**src/rtl/timer_pkg.sv**
```systemverilog
// Shared types and BCD helpers for the multi-phase countdown timer.
package timer_pkg;

  localparam int unsigned BCD_W = 4;
  localparam int unsigned BIN_W = 7;

  typedef enum logic [1:0] {IDLE, RUN, AMBER} state_e;
  typedef logic [BCD_W-1:0] bcd_t;

  // Clamp a raw nibble into a legal decimal digit.
  function automatic bcd_t bcd_sat(input bcd_t d);
    return (d > 4'd9) ? 4'd9 : d;
  endfunction

  // Two legal BCD digits to binary 0..99; callers saturate digits first.
  function automatic logic [BIN_W-1:0] bcd_to_bin(input bcd_t hi, input bcd_t lo);
    return BIN_W'(hi) * BIN_W'(10) + BIN_W'(lo);
  endfunction

  // Binary 0..99 to {tens, units}.
  function automatic logic [2*BCD_W-1:0] bin_to_bcd(input logic [BIN_W-1:0] b);
    logic [BIN_W-1:0] tens;
    tens = b / BIN_W'(10);
    return {BCD_W'(tens), BCD_W'(b - tens * BIN_W'(10))};
  endfunction

endpackage

```
**src/rtl/bcd_down_counter.sv**
```systemverilog
// Two-digit BCD load/decrement counter; is_one_o flags a display of 01.
module bcd_down_counter
  import timer_pkg::*;
(
  input  logic       clk_i,
  input  logic       rst_i,
  input  logic       load_i,
  input  logic       dec_i,
  input  logic [3:0] load_hi_i,
  input  logic [3:0] load_lo_i,
  output logic [3:0] hi_o,
  output logic [3:0] lo_o,
  output logic       is_one_o
);

  bcd_t hi_q, hi_d;
  bcd_t lo_q, lo_d;
  logic is_one_q;

  // Load wins over decrement; decrement stops at 00.
  always_comb begin
    hi_d = hi_q;
    lo_d = lo_q;
    if (load_i) begin
      hi_d = load_hi_i;
      lo_d = load_lo_i;
    end else if (dec_i && ((hi_q != 4'd0) || (lo_q != 4'd0))) begin
      if (lo_q != 4'd0) begin
        lo_d = lo_q - 4'd1;
      end else begin
        lo_d = 4'd9;
        hi_d = hi_q - 4'd1;
      end
    end
  end

  always_ff @(posedge clk_i) begin
    if (rst_i) begin
      hi_q     <= 4'd0;
      lo_q     <= 4'd0;
      is_one_q <= 1'b0;
    end else begin
      hi_q     <= hi_d;
      lo_q     <= lo_d;
      is_one_q <= (hi_d == 4'd0) && (lo_d == 4'd1);
    end
  end

  assign hi_o     = hi_q;
  assign lo_o     = lo_q;
  assign is_one_o = is_one_q;

endmodule

```
**src/rtl/multi_phase_timer.sv**
```systemverilog
// Cycles NUM_PHASES programmable BCD countdown phases on a tick strobe.
// Define TIMER_AMBER_EN to insert an AMBER_TICKS amber interval between phases.
module multi_phase_timer
  import timer_pkg::*;
#(
  parameter int unsigned NUM_PHASES  = 2,
  parameter int unsigned SCALE       = 5,
  parameter int unsigned MAX_COUNT   = 90,
  parameter int unsigned AMBER_TICKS = 3,
  localparam int unsigned PH_W = (NUM_PHASES > 2) ? $clog2(NUM_PHASES) : 1
) (
  input  logic                    clock,
  input  logic                    reset,
  input  logic                    tick,
  input  logic                    enable,
  input  logic [4*NUM_PHASES-1:0] count_hi,
  input  logic [4*NUM_PHASES-1:0] count_lo,
  output logic [3:0]              out_hi,
  output logic [3:0]              out_lo,
  output logic [PH_W-1:0]         phase,
  output logic                    phase_start,
  output logic                    amber
);

  localparam int unsigned DUR_W = 16;

  state_e            state_q;
  logic [PH_W-1:0]   phase_q;
  logic              phase_start_q;
  logic              evt_c;
  logic              is_one_c;
  logic [PH_W-1:0]   next_phase_c;
  logic [PH_W-1:0]   load_phase_c;
  bcd_t              sel_hi_c, sel_lo_c;
  logic [DUR_W-1:0]  dur_bin_c;
  logic [7:0]        dur_bcd_c;
  logic              amber_load_c;
  logic              cnt_load_c, cnt_dec_c;
  logic [7:0]        cnt_load_val_c;

  assign evt_c        = tick & enable;
  assign next_phase_c = (phase_q == PH_W'(NUM_PHASES - 1)) ? '0 : phase_q + PH_W'(1);
  assign load_phase_c = (state_q == IDLE) ? phase_q : next_phase_c;

  // Duration of the phase about to load, from the live configuration.
  always_comb begin
    sel_hi_c = '0;
    sel_lo_c = '0;
    for (int p = 0; p < NUM_PHASES; p++) begin
      if (load_phase_c == PH_W'(p)) begin
        sel_hi_c = count_hi[4*p +: 4];
        sel_lo_c = count_lo[4*p +: 4];
      end
    end
    dur_bin_c = DUR_W'(bcd_to_bin(bcd_sat(sel_hi_c), bcd_sat(sel_lo_c))) * DUR_W'(SCALE);
    if (dur_bin_c > DUR_W'(MAX_COUNT)) dur_bin_c = DUR_W'(MAX_COUNT);
    if (dur_bin_c == '0) dur_bin_c = DUR_W'(1);
    dur_bcd_c = bin_to_bcd(BIN_W'(dur_bin_c));
  end

`ifdef TIMER_AMBER_EN
  logic amber_q;
  assign amber_load_c = evt_c && (state_q == RUN) && is_one_c;
  assign amber        = amber_q;
`else
  assign amber_load_c = 1'b0;
  assign amber        = 1'b0;
`endif

  assign cnt_load_c     = evt_c && ((state_q == IDLE) || is_one_c);
  assign cnt_dec_c      = evt_c && (state_q != IDLE) && !is_one_c;
  assign cnt_load_val_c = amber_load_c ? {4'd0, 4'(AMBER_TICKS)} : dur_bcd_c;

  bcd_down_counter u_cnt (
    .clk_i     (clock),
    .rst_i     (reset),
    .load_i    (cnt_load_c),
    .dec_i     (cnt_dec_c),
    .load_hi_i (cnt_load_val_c[7:4]),
    .load_lo_i (cnt_load_val_c[3:0]),
    .hi_o      (out_hi),
    .lo_o      (out_lo),
    .is_one_o  (is_one_c)
  );

  // Phase sequencing; phase_start self-clears even while held.
  always_ff @(posedge clock) begin
    if (reset) begin
      state_q       <= IDLE;
      phase_q       <= '0;
      phase_start_q <= 1'b0;
`ifdef TIMER_AMBER_EN
      amber_q       <= 1'b0;
`endif
    end else begin
      phase_start_q <= 1'b0;
      if (evt_c) begin
        case (state_q)
          IDLE: begin
            state_q       <= RUN;
            phase_start_q <= 1'b1;
          end
          RUN: begin
            if (is_one_c) begin
`ifdef TIMER_AMBER_EN
              state_q       <= AMBER;
              amber_q       <= 1'b1;
`else
              phase_q       <= next_phase_c;
              phase_start_q <= 1'b1;
`endif
            end
          end
          AMBER: begin
            if (is_one_c) begin
              state_q       <= RUN;
              phase_q       <= next_phase_c;
              phase_start_q <= 1'b1;
`ifdef TIMER_AMBER_EN
              amber_q       <= 1'b0;
`endif
            end
          end
          default: state_q <= IDLE;
        endcase
      end
    end
  end

  assign phase       = phase_q;
  assign phase_start = phase_start_q;

endmodule
```
**config.mk**
```make
export PLATFORM = sky130hd
export DESIGN_NAME = multi_phase_timer
export DESIGN_NICKNAME = d
export VERILOG_FILES = /design/src/rtl/timer_pkg.sv /design/src/rtl/bcd_down_counter.sv /design/src/rtl/multi_phase_timer.sv
export SDC_FILE = /design/constraint.sdc
export NUM_CORES = 1
export LEC_CHECK = 0
export CAP_MARGIN = 25
export CORE_UTILIZATION = 58
export DETAILED_ROUTE_END_ITERATION = 10
export PLACE_DENSITY = 0.94
export SETUP_SLACK_MARGIN = 0.4
export SYNTH_ARGS = -nofsm -noshare
export SYNTH_HDL_FRONTEND = slang
export SYNTH_SLANG_ARGS = --single-unit
```
**constraint.sdc**
```tcl
create_clock -name clock -period 25.6 [get_ports clock]
set_input_delay 7.68 -clock clock [delete_from_list [all_inputs] [get_ports clock]]
set_output_delay 7.68 -clock clock [all_outputs]
set_load 0.01 [all_outputs]
```
==> impl_metrics.ini, run 1 <==
[run_status]
status = complete, no violations

[clocking]
cts_buffer_depth = 2
cts_tree = yes
hold_buffers = 0
clk_latency_ns = 0.29
clkSinkCount = 12
cts.repair.resized = 0
cts.clk_slew.worst_paths_ns = 0.07
cts-root-buf = clkbuf_4
cts_max_level = 1
numCtsBuffers = 3
post_cts_buffers = 0

[floorplanning]
rows = 20
pin_count = 31
die_h_um = 59.5
start_util_pct = 61.7
die_w_um = 59.5
core_region_area_mm2 = 0.00310
fp.dieArea_mm2 = 0.00353

[route]
routed_wl_mm = 4.41
wl_per_cell_um = 13.7
vias = 1946
drtAntennaViolNets = 0
wl_met1_mm = 2.02
dr.max_layer_used = met4
dr_wl_met2_mm = 2.12
first_pass_iters = 4
routed-wl-met3_um = 245
drcViolationCount = 0
routed_via_density = 6.02
drt-initial-drc-count = 160

[yosys]
syn_inst = 253
avgSynthCellArea_um2 = 7.57
yosysSeqAreaShare_pct = 12.5
synth_warnings = 0
async_reset_ff_share_pct = 0
synth_area_mm2 = 0.00191
synth_area_leader_cell = ha_1
synth_common_cells = nand2_1 (32), nor2_1 (28), ha_1 (22), inv_1 (17), dfxtp_1 (12)
synth_nets = 298
synth_top_area_share_pct = 14.4
synthFlopType = dfxtp_1
synth_cell_types = 62
synth_most_common_cell = nand2_1
yosys_register_bits = 12
synthTopCellsByArea = ha_1 (14%), dfxtp_1 (13%), nand2_1 (6.3%)
synth_edf_count = 0

[setup_path]
setup.worst_path.end = u_cnt.lo_o[3]
critPathCaptureType = register
critPathMostFrequentCell = ha_1
rrSetupSlack_ns = 15.77
reg2regPathDepth = 37
start_kind = input port
max_stage_delay_ns = 0.53
crit_type = in -> reg
crit_slowest_cell = o21ai_0
cp.arrival_ns = 16.94
cp_max_fo = 10
r2r_start = state_q[0]
cp.required_ns = 25.79
worst_r2r_endpoint = u_cnt.lo_o[3]
crit_start = count_hi[6]

[finish]
syn_to_final_growth_pct = 17.8
fillCellCount = 251
nets = 326
diodes = 0
drive_gt1_share_pct = 7.89

[place]
place_hpwl_mm = 3.57
gp_congestion = 0.875
io_buffers = 29

[worst_hold_path]
hold_class = reg -> reg

[flow_run]
drv_cap = 0

[timing]
max_freq_mhz = 59.7
period_needed_ns = 16.75
fin_crit_sh_pct = 65.4
setup_viol = 0
setup_tns_ns = 0
hold_viol_final = 0
grt_setup_unrepaired = false
drv_slew = 0
maxSlewHeadroom_pct = 55.1
worst_pin_slew_ns = 0.666
fin_skew_ns = 0.00464

[grt]
grt-ovfl-total = 0
grt_antenna_before_repair = 0
grt_use_total_pct = 26.6
grt_max_degree = 12
grt_pass1_vias = 1776
grt_pass1_wl_mm = 7.41
-- cells in the final DEF (no fill, tap or decap), types with 2 or more instances in the layout --
master / n
dfxtp_1: 12
a21oi_1: 10
o22ai_1: 2
clkdlybuf4s50_1: 29
nand3_1: 7
inv_1: 17
xor2_1: 6
or3_4: 2
and2_1: 4
nor4_1: 3
clkbuf_4: 3
or2_2: 2
nand2_1: 32
xnor2_1: 7
o21ai_0: 9
a21boi_0: 2
o211ai_1: 3
a31o_2: 2
a21o_1: 5
nand2b_1: 2
nor2b_1: 3
o21a_1: 3
o2111a_1: 2
nand4_1: 3
nor4b_1: 2
fa_1: 3
a31oi_1: 4
a311oi_1: 4
ha_1: 22
nor3_1: 10
nor2_1: 28
a211oi_1: 7
-- kinds of logic (layout without fill, tap and decap cells) --
kind of cell	after synthesis	after routing	synth area share, %
buffers and inverters	24	50	5.03
AOI/OAI and AO/OA	69	69	27.7
DFF	12	12	12.5
adders and majority gates	25	25	17.5
muxes	2	2	1.31
xor gates and xnor gates	14	14	6.80
and+or+nand+nor	106	106	28.9
other	1	1	0.196
-- state kept, by name, summed over array words and instances (netlist names) --
register        flops
phase               1
phase_start         1
state_q             1
u_cnt.hi_o          4
u_cnt.is_one_o      1
u_cnt.lo_o          4
-- stage by stage --
step | std cells | instance area, um2 | utilization, % | worst slack (ns) | hold slack [ns]
2_1_floorplan | 253 | 1910 | - | 9.89 | 0.536
3_3_place_gp | 320 | 2230 | 72.0 | 8.96 | 0.533
3_5_place_dp | 320 | 2230 | 72.0 | 8.64 | 0.528
4_1_cts | 323 | 2260 | 72.7 | 8.92 | 0.542
5_1_grt | 323 | 2260 | 72.7 | 8.16 | 0.586
6_report | 323 | 2260 | 72.7 | 8.85 | 0.548
-- worst min-delay path by stage --
| stage | start | to | slack [ns] | cells after the start |
|---|---|---|---|---|
| after CTS | u_cnt.lo_o[2] | u_cnt.lo_o[2] | 0.54 | 2 |
| after detailed placement | u_cnt.lo_o[2] | u_cnt.lo_o[2] | 0.53 | 2 |
| after floorplan | u_cnt.is_one_o | phase | 0.54 | 3 |
| after global placement | u_cnt.lo_o[2] | u_cnt.lo_o[2] | 0.53 | 2 |
| after global routing | u_cnt.lo_o[2] | u_cnt.lo_o[2] | 0.59 | 2 |
| final | u_cnt.lo_o[2] | u_cnt.lo_o[2] | 0.55 | 2 |
-- routing by layer --
layer	GRT usage [%]	vias up
met2	47.8	60
met4	3.74	0
met3	3.71	4
met1	34.2	895
li1	-	987
met5	0	-
-- cell type report --
class	count	area, um2	area share (%)
Tap cell	44	55.1	2.44
Clock buffer	3	22.5	0.998
Multi-Input combinational cell	217	1580	69.9
Sequential cell	12	240	10.6
Timing Repair Buffer	29	290	12.9
Inverter	18	70.1	3.11
-- critical path, delay by kind of cell --
kind / cells / cell delay, ns
AO/OA/AOI/OAI: 10 / 2.74
XOR/XNOR: 1 / 0.23
adder cells (fa/ha/maj): 9 / 2.85
buffers and inverters: 4 / 0.61
AND/OR/NAND/NOR: 13 / 2.83
Power of run 1 is not shown: default switching activity piles up to over one toggle a cycle in this logic, so the estimate is an artifact.
==> run 2, diff against run 1 <==
--- a/config.mk
+++ b/config.mk
@@ -6,9 +6,9 @@
 export NUM_CORES = 1
 export LEC_CHECK = 0
 export CAP_MARGIN = 25
-export CORE_UTILIZATION = 58
+export CORE_UTILIZATION = 55
 export DETAILED_ROUTE_END_ITERATION = 10
-export PLACE_DENSITY = 0.94
+export PLACE_DENSITY = 0.9
 export SETUP_SLACK_MARGIN = 0.4
 export SYNTH_ARGS = -nofsm -noshare
 export SYNTH_HDL_FRONTEND = slang
==> constraint.sdc (replaced) <==
create_clock -name clock -period 16.1 [get_ports clock]
set_input_delay 4.83 -clock clock [delete_from_list [all_inputs] [get_ports clock]]
set_output_delay 4.83 -clock clock [all_outputs]
set_load 0.01 [all_outputs]
==> impl_metrics.ini, run 2 (same netlist as run 1, synthesis figures left out) <==
[floorplanning]
fp.dieArea_mm2 = 0.00372
rows = 21
pin_count = 31
die_w_um = 61.0
core_region_area_mm2 = 0.00334
start_util_pct = 57.4
die_h_um = 61.0

[finish]
seq_area_um2 = 240
mostFrequentLayoutCells = nand2_1 (32), clkdlybuf4s50_1 (29), nor2_1 (28)
layout_commonest_cell = nand2_1
drive_gt1_share_pct = 8.21
diodes = 0
nets = 326
fillCellCount = 294
multiInputGateArea_mm2 = 0.00158
syn_to_final_growth_pct = 18.7

[place]
gp_congestion = 0.916
io_buffers = 29
place_hpwl_mm = 3.81

[timing]
setup_tns_ns = 0
hold_viol_final = 0
worst_pin_slew_ns = 0.654
drv_slew = 0
maxSlewHeadroom_pct = 55.9
fin_crit_sh_pct = 86.1
grt_setup_unrepaired = false
max_freq_mhz = 72.2
setup_viol = 0
fin_skew_ns = 0.00411
period_needed_ns = 13.85

[setup_path]
rrSetupSlack_ns = 6.30
start_kind = input port
reg2regPathDepth = 38
cp_top_family = simple AND/OR/NAND/NOR gates
cp.arrival_ns = 14.06
crit_slowest_cell = o21ai_0
path_buf_inv = 4
crit_type = in -> reg
r2r_start = state_q[0]
cp.required_ns = 16.31
max_stage_delay_ns = 0.53
critPathCaptureType = register
worst_r2r_endpoint = u_cnt.lo_o[3]
critPathMostFrequentCell = ha_1
cp_max_fo = 10

[clocking]
cts-root-buf = clkbuf_4
post_cts_buffers = 0
cts.clk_slew.worst_paths_ns = 0.08
numCtsBuffers = 3
cts_buffer_depth = 2
clkSinkCount = 12
cts_max_level = 1
hold_buffers = 0
cts_tree = yes
clk_latency_ns = 0.29
cts.repair.resized = 0

[route]
drtAntennaViolNets = 0
routed_wl_mm = 4.68
drcViolationCount = 0
vias = 1972
drt-initial-drc-count = 128
routed_via_density = 6.05
wl_per_cell_um = 14.3
first_pass_iters = 4

[grt]
grt_antenna_before_repair = 0
grt_pass1_wl_mm = 7.50
grt-ovfl-total = 0
grt_use_total_pct = 26.5
grt_max_degree = 12
grt_pass1_vias = 1830

[worst_hold_path]
hold_class = reg -> reg
min_path_cells = 2
worstHoldStart = u_cnt.lo_o[2]
hold_end = u_cnt.lo_o[2]

[run_status]
status = complete, no violations

[flow_run]
drv_cap = 0
==> run 2: cell count changes in the layout (fill, tap and decap cells not counted), sizes merged <==
cell and delta:
clkbuf +1
==> run 2: worst max path at each step <==
stage | from | end | slack [ns] | cells past startpoint
after floorplan | count_hi[6] | u_cnt.lo_o[3] | 3.24 | 38
after global placement | count_hi[6] | u_cnt.lo_o[3] | 2.23 | 38
after detailed placement | count_hi[6] | u_cnt.lo_o[3] | 2.04 | 39
after CTS | count_hi[6] | u_cnt.lo_o[3] | 2.30 | 39
after global routing | count_hi[6] | u_cnt.lo_o[3] | 1.55 | 38
final | count_hi[6] | u_cnt.lo_o[3] | 2.25 | 38
==> run 2: area by class of cell <==
type	instances	area share [%]
Timing Repair Buffer	29	12.8
Inverter	18	3.08
Tap cell	46	2.53
Clock buffer	4	1.60
Multi-Input combinational cell	217	69.4
Sequential cell	12	10.6
==> run 2: metrics by stage <==
| step | util [%] | instances | setup WS, ns | hold WS [ns] | area, um2 |
|---|---|---|---|---|---|
| after global routing | 68.1 | 326 | 1.55 | 0.596 | 2270 |
| after global placement | 67.0 | 322 | 2.23 | 0.529 | 2240 |
| after detailed placement | 67.0 | 322 | 2.04 | 0.559 | 2240 |
| final | 68.1 | 326 | 2.25 | 0.573 | 2270 |
| after CTS | 68.1 | 326 | 2.30 | 0.572 | 2270 |
| after floorplan | - | 253 | 3.24 | 0.536 | 1910 |
==> run 2: metal layers <==
metal / global-route usage, % / vias to the layer above / wire length [um]
li1: - / 983 / -
met1: 32.2 / 945 / 2130
met2: 49.6 / 40 / 2340
met3: 3.84 / 4 / 168
met4: 5.19 / 0 / 36
met5: 0 / - / 0
==> run 2: worst register-to-register path, delay by kind of cell (launching register included) <==
family | cells | cell delay [ns]
and+or+nand+nor | 13 | 2.56
AOI/OAI and AO/OA | 10 | 2.75
buffers and inverters | 3 | 0.17
adders and majority gates | 9 | 2.77
DFF | 1 | 0.38
muxes | 1 | 0.41
xor gates and xnor gates | 2 | 0.71
Power of run 2 is left out for the same reason.
==> RTL edit (flow settings as in run 2) <==
Re-encode `state_e` (3 states) as one-hot, 3 bits wide.
--- a/src/rtl/timer_pkg.sv
+++ b/src/rtl/timer_pkg.sv
@@ -4,7 +4,7 @@
   localparam int unsigned BCD_W = 4;
   localparam int unsigned BIN_W = 7;
 
-  typedef enum logic [1:0] {IDLE, RUN, AMBER} state_e;
+  typedef enum logic [2:0] {IDLE = 3'b001, RUN = 3'b010, AMBER = 3'b100} state_e;
   typedef logic [BCD_W-1:0] bcd_t;
 
   // Clamp a raw nibble into a legal decimal digit.
Behaviour: same outputs for any inputs over 10 cycles, from zero or initial values and one cycle with reset high; not proved beyond that.
==> RTL edit against run 2 <==
  * Synthesized cell count increased by 1.6%
  * Fmax grew 1.9%
  * Wire length shrank 4.7%
  * Sequential cell count up 1
  * Synthesized area grew 1.2%
  * Global-route usage is 1.0 points lower
  * Design area increased by 0.39%
  * Register-to-register slack improved by 80 ps
  * Hold slack got worse by 50 ps
  * Setup slack better by 250 ps
Power is left out: the tool's default activity adds up to more than one toggle a clock period on the data nets, which glitch-free logic cannot reach.
==> RTL edit: results (changes against run 2) <==
| Metric | Value |
|---|---|
| Critical Path Start | `count_hi[2]` |
| Synth top area cells | `ha_1, dfxtp_1, nor2_1` |
| Inverters | `21 (+3)` |
| DRT Pass-1 Iters | `4 (unchanged)` |
| DR WL/cell | `13.46 um (-6.2%)` |
| Worst r2r path cells | `43 (+13%)` |
| Synth unique cells | `56 (-9.7%)` |
| Vias | `1946 (-1.3%)` |
| Peak per-stage delay on the critical path | `670 ps (+140 ps)` |
| Setup Skew | `3.454 ps (-0.6591 ps)` |
| Crit end category | `flop` |
| Routed met3 length | `175 um (+4.2%)` |
| Multi-input combinational area share | `68.73% (-0.71 points)` |
| Layout cells sized above 1 | `6.316% (-1.9 points)` |
| HPWL after DPL | `3615 um (-5.2%)` |
| Dpl ws | `2242 ps (+198.1 ps)` |
| Number of clock sinks | `13 (+1)` |
| Reg clk slew, reported paths | `80 ps (about the same)` |
| Final worst setup slack | `2497 ps (+252.0 ps)` |
| WHS Endpoint | `u_cnt.lo_o[0]` |
| Sequential-to-total area share from yosys stat | `13.43% (+0.88 points)` |
| WL met2 | `2057 um (-12%)` |
| Reg2reg start | `state_q[1]` |
| Hold Startpoint | `u_cnt.lo_o[0]` |
| Post-CTS Repair Setup Buffers | `0 (unchanged)` |
| Critical Path Fanout Max | `8 (-2)` |
| Met2 usage | `45.34% (-4.3 points)` |
| Vias in the first global route | `1782 (-2.6%)` |
| Syn avg cell area | `7.541 um^2 (-0.33%)` |
| Footprint of the multi-input gates | `0.001568 mm^2 (-0.63%)` |
| Worst-margin pin slew | `802.7 ps (+148.2 ps)` |
| CP max stage cell | `or4_1` |
| Register area | `260.3 um^2 (+8.3%)` |
| Syn. warnings | `0 (unchanged)` |
| First-pass GRT wire length | `7314 um (-2.5%)` |
| Reg2reg end | `u_cnt.is_one_o` |
| Reg2reg setup slack | `6380 ps (+80 ps)` |
| Met1 WL | `2171 um (+1.9%)` |
| Final non-clock buffer share | `12.73% (-0.049 points)` |
| Grt met1 use | `32.27% (+0.099 points)` |
| Area after DPL | `0.002255 mm^2 (+0.84%)` |
| ClkCell Share | `1.152% (-0.44 points)` |
| Final wirelength | `4454 um (-4.7%)` |
| Gpl congestion | `0.9003 (-1.7%)` |
| Nets | `333 (+2.1%)` |
| Clock buffers | `4 (unchanged)` |
| Commonest cells in the netlist | `nor2_1, nand2_1, ha_1` |
| Pin count of the biggest net entering global routing | `12 (unchanged)` |
| Global routing usage on met3 | `4.202% (+0.36 points)` |
| Initial antenna violation count | `0 (unchanged)` |
| Worst hold slack | `522.8 ps (-50.10 ps)` |
| Tot GR Track Use | `25.52% (-1.0 points)` |
| Multi-input comb cells | `218 (+0.46%)` |
| Status | `finished clean` |
| Mapped Nets | `304 (+2.0%)` |
| # fillers | `283 (-3.7%)` |
| Detailed Route Iter0 Violations | `112 (-13%)` |
[RTL edit: cell types whose count changed in the layout (fill, tap and decap cells not counted), sizes merged, moves of 3 or more]
cell,change
o21ai,+5
nor3,-6
inv,+3
a211oi,-4
a311oi,-3
nand2,-3
[RTL edit: logic make-up (layout without fill, tap and decap cells)]
group / count (synthesis) / after routing / synth area share, %
other cells: 1 / 1 / 0.1935
compound gates: 63 / 63 / 22.92
simple gates: 108 / 108 / 27.50
xor+xnor: 13 / 13 / 8.006
fa+ha+maj: 27 / 27 / 18.59
mux: 6 / 6 / 3.680
flops: 13 / 13 / 13.43
buf+inv: 26 / 54 / 5.681
[RTL edit: worst max-delay path: cells and delay by family]
kind | cells | cell delay, ps
xor+xnor | 1 | 180
simple gates | 12 | 2360
fa+ha+maj | 9 | 2750
buf+inv | 6 | 770
mux | 1 | 290
compound gates | 12 | 2590
